## config.mk

```make
export PLATFORM = sky130hd
export DESIGN_NAME = mem_access_ctrl_flat
export DESIGN_NICKNAME = d
export VERILOG_FILES = /design/src/rtl/mem_access_ctrl_if.sv /design/src/rtl/mem_access_ctrl.sv /design/src/flat_wrapper.sv
export SDC_FILE = /design/constraint.sdc
export NUM_CORES = 1
export LEC_CHECK = 0
export BUFFER_PORTS_ARGS = -buffer_cell sky130_fd_sc_hd__buf_2
export CAP_MARGIN = 10
export CORE_MARGIN = 5
export CORE_UTILIZATION = 50
export CTS_CLUSTER_SIZE = 10
export DETAILED_ROUTE_END_ITERATION = 8
export PLACE_DENSITY_LB_ADDON = 0.15
export SETUP_SLACK_MARGIN = 0.05
export SLEW_MARGIN = 15
export SYNTH_ARGS = -nofsm -noshare
export SYNTH_HDL_FRONTEND = slang
export SYNTH_SLANG_ARGS = --single-unit
export TNS_END_PERCENT = 20
```

## constraint.sdc

```tcl
create_clock -name clk -period 3.5 [get_ports clk]
set_clock_uncertainty 0.15 [all_clocks]
set_input_delay 0.7 -clock clk [delete_from_list [all_inputs] [get_ports clk]]
set_output_delay 0.7 -clock clk [all_outputs]
set_load 0.01 [all_outputs]
```

## src/rtl/mem_access_ctrl_if.sv

```systemverilog
// Memory access unit bus bundle.
// Groups the datapath side (Bus, ldMAR, ldMDR, mioEn, rw, MAROut, MDROut, R) and the
// req/ack memory side (memReq, memWe, memAddr, memWData, memRData, memAck, memErr).
//   slave  : view used by mem_access_ctrl (datapath/memory inputs in, registers out)
//   master : view used by the driver of the control and memory inputs
interface mem_access_ctrl_if;
  logic [15:0] Bus;
  logic        ldMAR;
  logic        ldMDR;
  logic        mioEn;
  logic        rw;
  logic [15:0] memRData;
  logic        memAck;
  logic [15:0] MAROut;
  logic [15:0] MDROut;
  logic        R;
  logic        memReq;
  logic        memWe;
  logic [15:0] memAddr;
  logic [15:0] memWData;
  logic        memErr;

  modport slave (
    input  Bus, ldMAR, ldMDR, mioEn, rw, memRData, memAck,
    output MAROut, MDROut, R, memReq, memWe, memAddr, memWData, memErr
  );

  modport master (
    output Bus, ldMAR, ldMDR, mioEn, rw, memRData, memAck,
    input  MAROut, MDROut, R, memReq, memWe, memAddr, memWData, memErr
  );
endinterface

```

## src/rtl/mem_access_ctrl.sv

```systemverilog
// LC-3 memory access unit. Owns MAR/MDR and runs one req/ack memory cycle per mioEn
// assertion, returning a one-cycle ready pulse R. A WAIT that sees no memAck within
// TIMEOUT cycles is aborted: R still pulses and the sticky memErr flag is set.
// Ports:
//   clk   : rising-edge clock
//   reset : asynchronous, active-high
//   bus   : mem_access_ctrl_if.slave (datapath controls in, MAR/MDR/R out, memory req/ack)
module mem_access_ctrl #(
  parameter int unsigned TIMEOUT = 255  // 1..255
) (
  input logic               clk,
  input logic               reset,
  mem_access_ctrl_if.slave  bus
);

  typedef enum logic [1:0] {StIdle, StWait, StReady} state_e;

  state_e      state_q, state_d;
  logic [15:0] mar_q, mar_d;
  logic [15:0] mdr_q, mdr_d;
  logic        req_q, req_d;
  logic        we_q, we_d;     // also holds rw captured at access start
  logic        r_q, r_d;
  logic        err_q, err_d;
  logic        armed_q, armed_d;
  logic [7:0]  cnt_q, cnt_d;

  localparam logic [7:0] CntLast = 8'(TIMEOUT - 1);

  always_ff @(posedge clk or posedge reset) begin
    if (reset) begin
      state_q <= StIdle;
      mar_q   <= 16'h0000;
      mdr_q   <= 16'h0000;
      req_q   <= 1'b0;
      we_q    <= 1'b0;
      r_q     <= 1'b0;
      err_q   <= 1'b0;
      armed_q <= 1'b1;
      cnt_q   <= 8'd0;
    end else begin
      state_q <= state_d;
      mar_q   <= mar_d;
      mdr_q   <= mdr_d;
      req_q   <= req_d;
      we_q    <= we_d;
      r_q     <= r_d;
      err_q   <= err_d;
      armed_q <= armed_d;
      cnt_q   <= cnt_d;
    end
  end

  always_comb begin
    state_d = state_q;
    mar_d   = mar_q;
    mdr_d   = mdr_q;
    req_d   = req_q;
    we_d    = we_q;
    r_d     = 1'b0;
    err_d   = err_q;
    // Re-arm whenever mioEn is low, so one held mioEn yields exactly one access.
    armed_d = armed_q | ~bus.mioEn;
    cnt_d   = cnt_q;

    unique case (state_q)
      StIdle: begin
        if (bus.ldMAR) mar_d = bus.Bus;
        if (bus.ldMDR && !bus.mioEn) mdr_d = bus.Bus;
        if (bus.mioEn && armed_q) begin
          req_d   = 1'b1;
          we_d    = bus.rw;
          cnt_d   = 8'd0;
          state_d = StWait;
        end
      end

      // Address and data stay frozen; only a completing read may update MDR.
      StWait: begin
        if (bus.memAck) begin
          if (!we_q && bus.ldMDR) mdr_d = bus.memRData;
          req_d   = 1'b0;
          we_d    = 1'b0;
          r_d     = 1'b1;
          armed_d = 1'b0;
          state_d = StReady;
        end else if (cnt_q == CntLast) begin
          req_d   = 1'b0;
          we_d    = 1'b0;
          err_d   = 1'b1;
          r_d     = 1'b1;
          armed_d = 1'b0;
          state_d = StReady;
        end else begin
          cnt_d = cnt_q + 8'd1;
        end
      end

      StReady: begin
        if (bus.ldMAR) mar_d = bus.Bus;
        if (bus.ldMDR && !bus.mioEn) mdr_d = bus.Bus;
        state_d = StIdle;
      end

      default: state_d = StIdle;
    endcase
  end

  assign bus.MAROut   = mar_q;
  assign bus.MDROut   = mdr_q;
  assign bus.memAddr  = mar_q;
  assign bus.memWData = mdr_q;
  assign bus.R        = r_q;
  assign bus.memReq   = req_q;
  assign bus.memWe    = we_q;
  assign bus.memErr   = err_q;

endmodule

```

## src/flat_wrapper.sv

```systemverilog
// flat-port wrapper written by rule: the top's interface ports become plain ports
module mem_access_ctrl_flat 
#(
  parameter int unsigned TIMEOUT = 255           
)
  (clk, reset, bus_Bus, bus_ldMAR, bus_ldMDR, bus_mioEn, bus_rw, bus_memRData, bus_memAck, bus_MAROut, bus_MDROut, bus_R, bus_memReq, bus_memWe, bus_memAddr, bus_memWData, bus_memErr);
  mem_access_ctrl_if bus_i ();
  input logic clk;
  input logic reset;
  input wire logic [$bits(bus_i.Bus)-1:0] bus_Bus;
  input wire logic [$bits(bus_i.ldMAR)-1:0] bus_ldMAR;
  input wire logic [$bits(bus_i.ldMDR)-1:0] bus_ldMDR;
  input wire logic [$bits(bus_i.mioEn)-1:0] bus_mioEn;
  input wire logic [$bits(bus_i.rw)-1:0] bus_rw;
  input wire logic [$bits(bus_i.memRData)-1:0] bus_memRData;
  input wire logic [$bits(bus_i.memAck)-1:0] bus_memAck;
  output wire logic [$bits(bus_i.MAROut)-1:0] bus_MAROut;
  output wire logic [$bits(bus_i.MDROut)-1:0] bus_MDROut;
  output wire logic [$bits(bus_i.R)-1:0] bus_R;
  output wire logic [$bits(bus_i.memReq)-1:0] bus_memReq;
  output wire logic [$bits(bus_i.memWe)-1:0] bus_memWe;
  output wire logic [$bits(bus_i.memAddr)-1:0] bus_memAddr;
  output wire logic [$bits(bus_i.memWData)-1:0] bus_memWData;
  output wire logic [$bits(bus_i.memErr)-1:0] bus_memErr;
  assign bus_i.Bus = bus_Bus;
  assign bus_i.ldMAR = bus_ldMAR;
  assign bus_i.ldMDR = bus_ldMDR;
  assign bus_i.mioEn = bus_mioEn;
  assign bus_i.rw = bus_rw;
  assign bus_i.memRData = bus_memRData;
  assign bus_i.memAck = bus_memAck;
  assign bus_MAROut = bus_i.MAROut;
  assign bus_MDROut = bus_i.MDROut;
  assign bus_R = bus_i.R;
  assign bus_memReq = bus_i.memReq;
  assign bus_memWe = bus_i.memWe;
  assign bus_memAddr = bus_i.memAddr;
  assign bus_memWData = bus_i.memWData;
  assign bus_memErr = bus_i.memErr;
  mem_access_ctrl #(.TIMEOUT(TIMEOUT)) u_core (.clk(clk), .reset(reset), .bus(bus_i));
endmodule
```

# Word-level counts from Yosys, hierarchy flattened
# Cells that the tools add are included.
# word_totals
latch_bits	0
out_inout_bits	68
regBits	47
memories	0
mem_bits_ro	0
ram_bits	0
inputBits	39
# classes
bitwise	3
addsub	1
shift	0
mux	24
mul	0
reduce_logical	15
n_lt_le_gt_ge	0
div_mod_pow	0
eq_ne	10
# ops
op	n
$mux W16	3
$pmux W16 S2	1
$mux W8	3
$pmux W8 S2	1
$mux W1	10
$add A8 B1 Y8 const B	1
$eq A8 B8 Y1 const B	1
$reduce_and A4 Y1	2
$mux W2	3
$ne A2 B1 Y1 const B	3
$ne A2 B2 Y1 const B	3
$reduce_and A3 Y1	2
$pmux W1 S2	2
$pmux W2 S2	1
$reduce_and A2 Y1	2
$reduce_bool A2 Y1	2
$logic_and A1 B1 Y1	3
$ne A3 B2 Y1 const B	1
$eq A2 B1 Y1 const B	1
$eq A2 B2 Y1 const B	1
$logic_not A1 Y1	2
$logic_not A2 Y1	1
$not A1 Y1	2
$reduce_or A2 Y1	1
$or A1 B1 Y1	1

# Logic depth before layout (Yosys ltp)
# logic_depth
word_depth	5
ltp_mapped	6
mapped_depth_nobuf	6

# Worst setup path after synthesis
# No wires, ideal clock.
# synth_timing
path_type	input to register
from	input port bus_ldMAR
to	register u_core.mar_q[0] (netlist: u_core.bus.MAROut[0])
t_required_ns	3.225
path_stages	4
arrival_time_ns	1.643
path_buffers	2
setup_ns	0.125
slack_ns	1.582
path_cell_list	nor2b_1 -> clkbuf_1 -> buf_2 -> mux2_2
# synth_between
elab_chain_len	1
# synth_rtl
element	line_no	text
start, declared	flat_wrapper.sv:11	input wire logic [$bits(bus_i.ldMAR)-1:0] bus_ldMAR;
$reduce_and A2 Y1 (no line)	--	
end signal, assigned	mem_access_ctrl.sv:43	mar_q <= mar_d;
end, declared	mem_access_ctrl.sv:19	logic [15:0] mar_q, mar_d;
# Every way passes these cells.
# A chain may end at the register's enable or synchronous reset.

# Worst setup path after layout
# layout_timing
from	register u_core.state_q[0]
to	register u_core.cnt_q[7]
# layout_between
elab_chain_len	3
word_cells_on_any_way	8
# layout_rtl
element	line_no	text
start, declared	mem_access_ctrl.sv:18	state_e state_q, state_d;
start signal, assigned	mem_access_ctrl.sv:32	state_q <= StIdle;
start signal, assigned	mem_access_ctrl.sv:42	state_q <= state_d;
$eq A2 B1 Y1 / $logic_not A2 Y1 (equally long branches)	mem_access_ctrl.sv:66	unique case (state_q)
$ne A2 B2 Y1 (no line) (tied with other cells)	--	
$reduce_and A4 Y1 (no line)	--	
end signal, assigned	mem_access_ctrl.sv:50	cnt_q <= cnt_d;
end, declared	mem_access_ctrl.sv:26	logic [7:0] cnt_q, cnt_d;
# Parallel ways exist; a longest one is shown, timed or not.

==> impl_metrics.py <==
metrics = {
    "cts": {
        "clkSlewWorstSetupHoldPaths_ps": 80,
        "clkSinkCount": 47,
        "cts_max_level": 2,
        "clk_latency_ps": 280,
        "cts_made_buffers": 5,
        "cts_resized": 0,
        "clockBufferDepth": 2,
        "cts_setup_buffers": 0,
        "ctsHoldBuffers": 0,
        "clockRootBuffer": "clkbuf_8",
        "cts_tree": "done",
    },
    "yosys": {
        "synth_edf_count": 0,
        "synth_cells": 209,
        "yosys_most_used_dff": "dfrtp_1",
        "async_reset_ff_share_pct": 100,
        "synth_top_area_share_pct": 50.0,
        "netlist_top_cells_area": "dfrtp_1 50%, buf_4 10%, mux2_2 7.8%",
        "yosys_warnings": 0,
        "seq_area_frac_synth_pct": 51.2,
        "avgSynthCellArea_um2": 11.0,
        "synth_largest_area_cell": "dfrtp_1",
        "netlist_area_um2": 2300,
        "synth_seq_cells": 47,
        "synth_fp_nets": 250,
        "synth_cell_types": 34,
    },
    "floorplan": {
        "ios": 107,
        "dieArea_um2": 6060,
        "start_util_pct": 52.1,
        "core_um2": 4410,
        "rows": 24,
        "dieHeight_um": 77.8,
        "die_w_um": 77.8,
    },
    "worst_setup_path": {
        "rr_worst_depth": 4,
        "rrSetupSlack_ps": 1170,
        "arrival_ps": 2400,
        "worstReg2RegStart": "u_core.state_q[0]",
        "path_max_fanout": 23,
        "crit_required_ps": 3570,
        "r2r-end": "u_core.cnt_q[7]",
        "worstSetupEndpointType": "flip-flop",
        "critical_path_class": "reg2reg",
        "critPathLaunchType": "flip-flop",
    },
    "cells_and_area": {
        "synthToLayoutAreaGrowth_pct": 18.0,
        "ff_latch_area_um2": 1180,
        "fin_nets": 325,
        "drive_above_1_share_pct": 47.4,
        "final_common_cell": "buf_2",
        "multi_input_area_um2": 825,
        "fillers": 378,
        "layout_common_cells": "106 x buf_2, 46 x dfrtp_1, 21 x nand2_1, 17 x o21ai_0",
        "antennaDiodeCount": 0,
    },
    "timing": {
        "rsz0062_at_grt": "no",
        "worst_pin_slew_ps": 1050,
        "fin_ws_ps": 1170,
        "fmax_mhz": 430,
        "setup_tns_ps": 0,
        "fin_crit_ps": 2330,
        "setup_viol": 0,
        "post-route-period-util_pct": 66.4,
        "finalHoldViolCount": 0,
        "slew_violations": 0,
        "slew-limit-headroom_pct": 30.0,
    },
    "job": {
        "maxCapViolCount": 0,
    },
    "place": {
        "dp_hpwl_um": 3770,
        "dp_slack_ps": 1180,
        "io_buffers": 106,
        "routabilityCongestion": 0.770,
    },
    "global_route": {
        "grt_start_max_net_pins": 48,
        "grt_pass1_vias": 1706,
        "overflow": 0,
        "grt_pass1_wl_um": 8150,
        "antenna_found_initial": 0,
        "grtUsageTotal_pct": 16.3,
    },
    "drt": {
        "vias": 1706,
        "routed_wl_um": 4830,
        "ant_nets": 0,
        "dr.pass1.iters": 4,
        "drc": 0,
        "wl_per_cell_um": 14.3,
        "routed_via_density": 5.06,
        "dr.first_iter.drc_count": 86,
    },
    "outcome": {
        "status": "finished, final reports clean",
    },
    "power": {
        "vdd_drop_max_mv": 0.397,
        "power_w": 0.00232,
        "p_per_area_nw_per_um2": 854,
        "p_leak_nw": 1.43,
    },
    "min_path": {
        "holdCritStartpoint": "u_core.bus.memErr",
        "min_path_type": "reg2reg",
        "hold_depth": 1,
        "whs_endpoint": "u_core.bus.memErr",
    },
}
## kinds of logic (layout without fill, tap and decap cells)
kind of cell / after synthesis / count (layout) / synth area share, %
flip-flops: 47 / 47 / 51.2
buffers and inverters: 46 / 122 / 13.2
AND/OR/NAND/NOR: 44 / 44 / 9.63
AO/OA/AOI/OAI: 38 / 38 / 10.2
multiplexers: 32 / 32 / 14.8
adder cells (fa/ha/maj): 2 / 2 / 1.09
## report_power, final
group          internal (W)  switching, W
clock              0.000142      0.000165
sequential         0.000774      0.000217
combinational      0.000495      0.000526
total               0.00141      0.000909
## per-stage QoR
stage          hold slack [ps]  util [%]  cells  area [um^2]
3_5_place_dp               298      59.7    329         2640
6_report                   315      61.5    337         2720
2_1_floorplan              296         -    209         2300
4_1_cts                    319      61.5    337         2720
5_1_grt                    335      61.5    337         2720
3_3_place_gp               306      59.7    329         2640
## how the worst max path moves through the flow
| stage | from | to | slack, ps | depth (start not counted) |
|---|---|---|---|---|
| after CTS | u_core.state_q[0] | u_core.cnt_q[7] | 1150 | 4 |
| after detailed placement | u_core.state_q[0] | u_core.cnt_q[7] | 1180 | 4 |
| final | u_core.state_q[0] | u_core.cnt_q[7] | 1170 | 4 |
| after global routing | u_core.state_q[0] | u_core.cnt_q[7] | 1040 | 4 |
| after global placement | u_core.state_q[0] | u_core.cnt_q[7] | 1220 | 4 |
| after floorplan | reset | u_core.bus.MAROut[0] | 1540 | 1 |
## state kept, by name, summed over array words and instances (netlist names)
register / count
u_core.bus.MAROut: 16
u_core.bus.MDROut: 16
u_core.cnt_q: 8
u_core.bus.memReq: 1
u_core.state_q: 2
u_core.bus.memErr: 1
u_core.bus.memWe: 1
u_core.bus.R: 1
u_core.armed_q: 1
## synth_stat cells, types with 2 or more instances
library cell	instances
a21o_1	3
a21oi_1	2
buf_2	2
buf_4	32
clkbuf_1	5
dfrtp_1	46
ha_1	2
inv_1	6
mux2_2	16
mux2i_1	16
nand2_1	21
nand3_1	10
nor2_1	3
nor2b_1	2
nor3_1	2
o211ai_1	4
o21a_1	2
o21ai_0	17
o21ai_1	3
## critical path: stages (launching register included)
cell,delay [ps]
dfrtp_1,1040
or3b_1,460
or2_1,280
o31ai_1,200
a21o_1,120
## metal layers
layer | track usage (%) | vias to the layer above | wire [um]
li1 | - | 841 | -
met1 | 20.4 | 804 | 1970
met2 | 28.7 | 57 | 2470
met3 | 3.24 | 4 | 346
met4 | 3.95 | 0 | 40
met5 | 0 | - | 0
## layout make-up
type	instances	area share, %
Sequential cell	47	43.4
Multi-Input combinational cell	116	30.4
Timing Repair Buffer	108	20.1
Clock buffer	8	2.95
Tap cell	52	2.40
Inverter	6	0.829
Power figures use the tool's default switching activity.
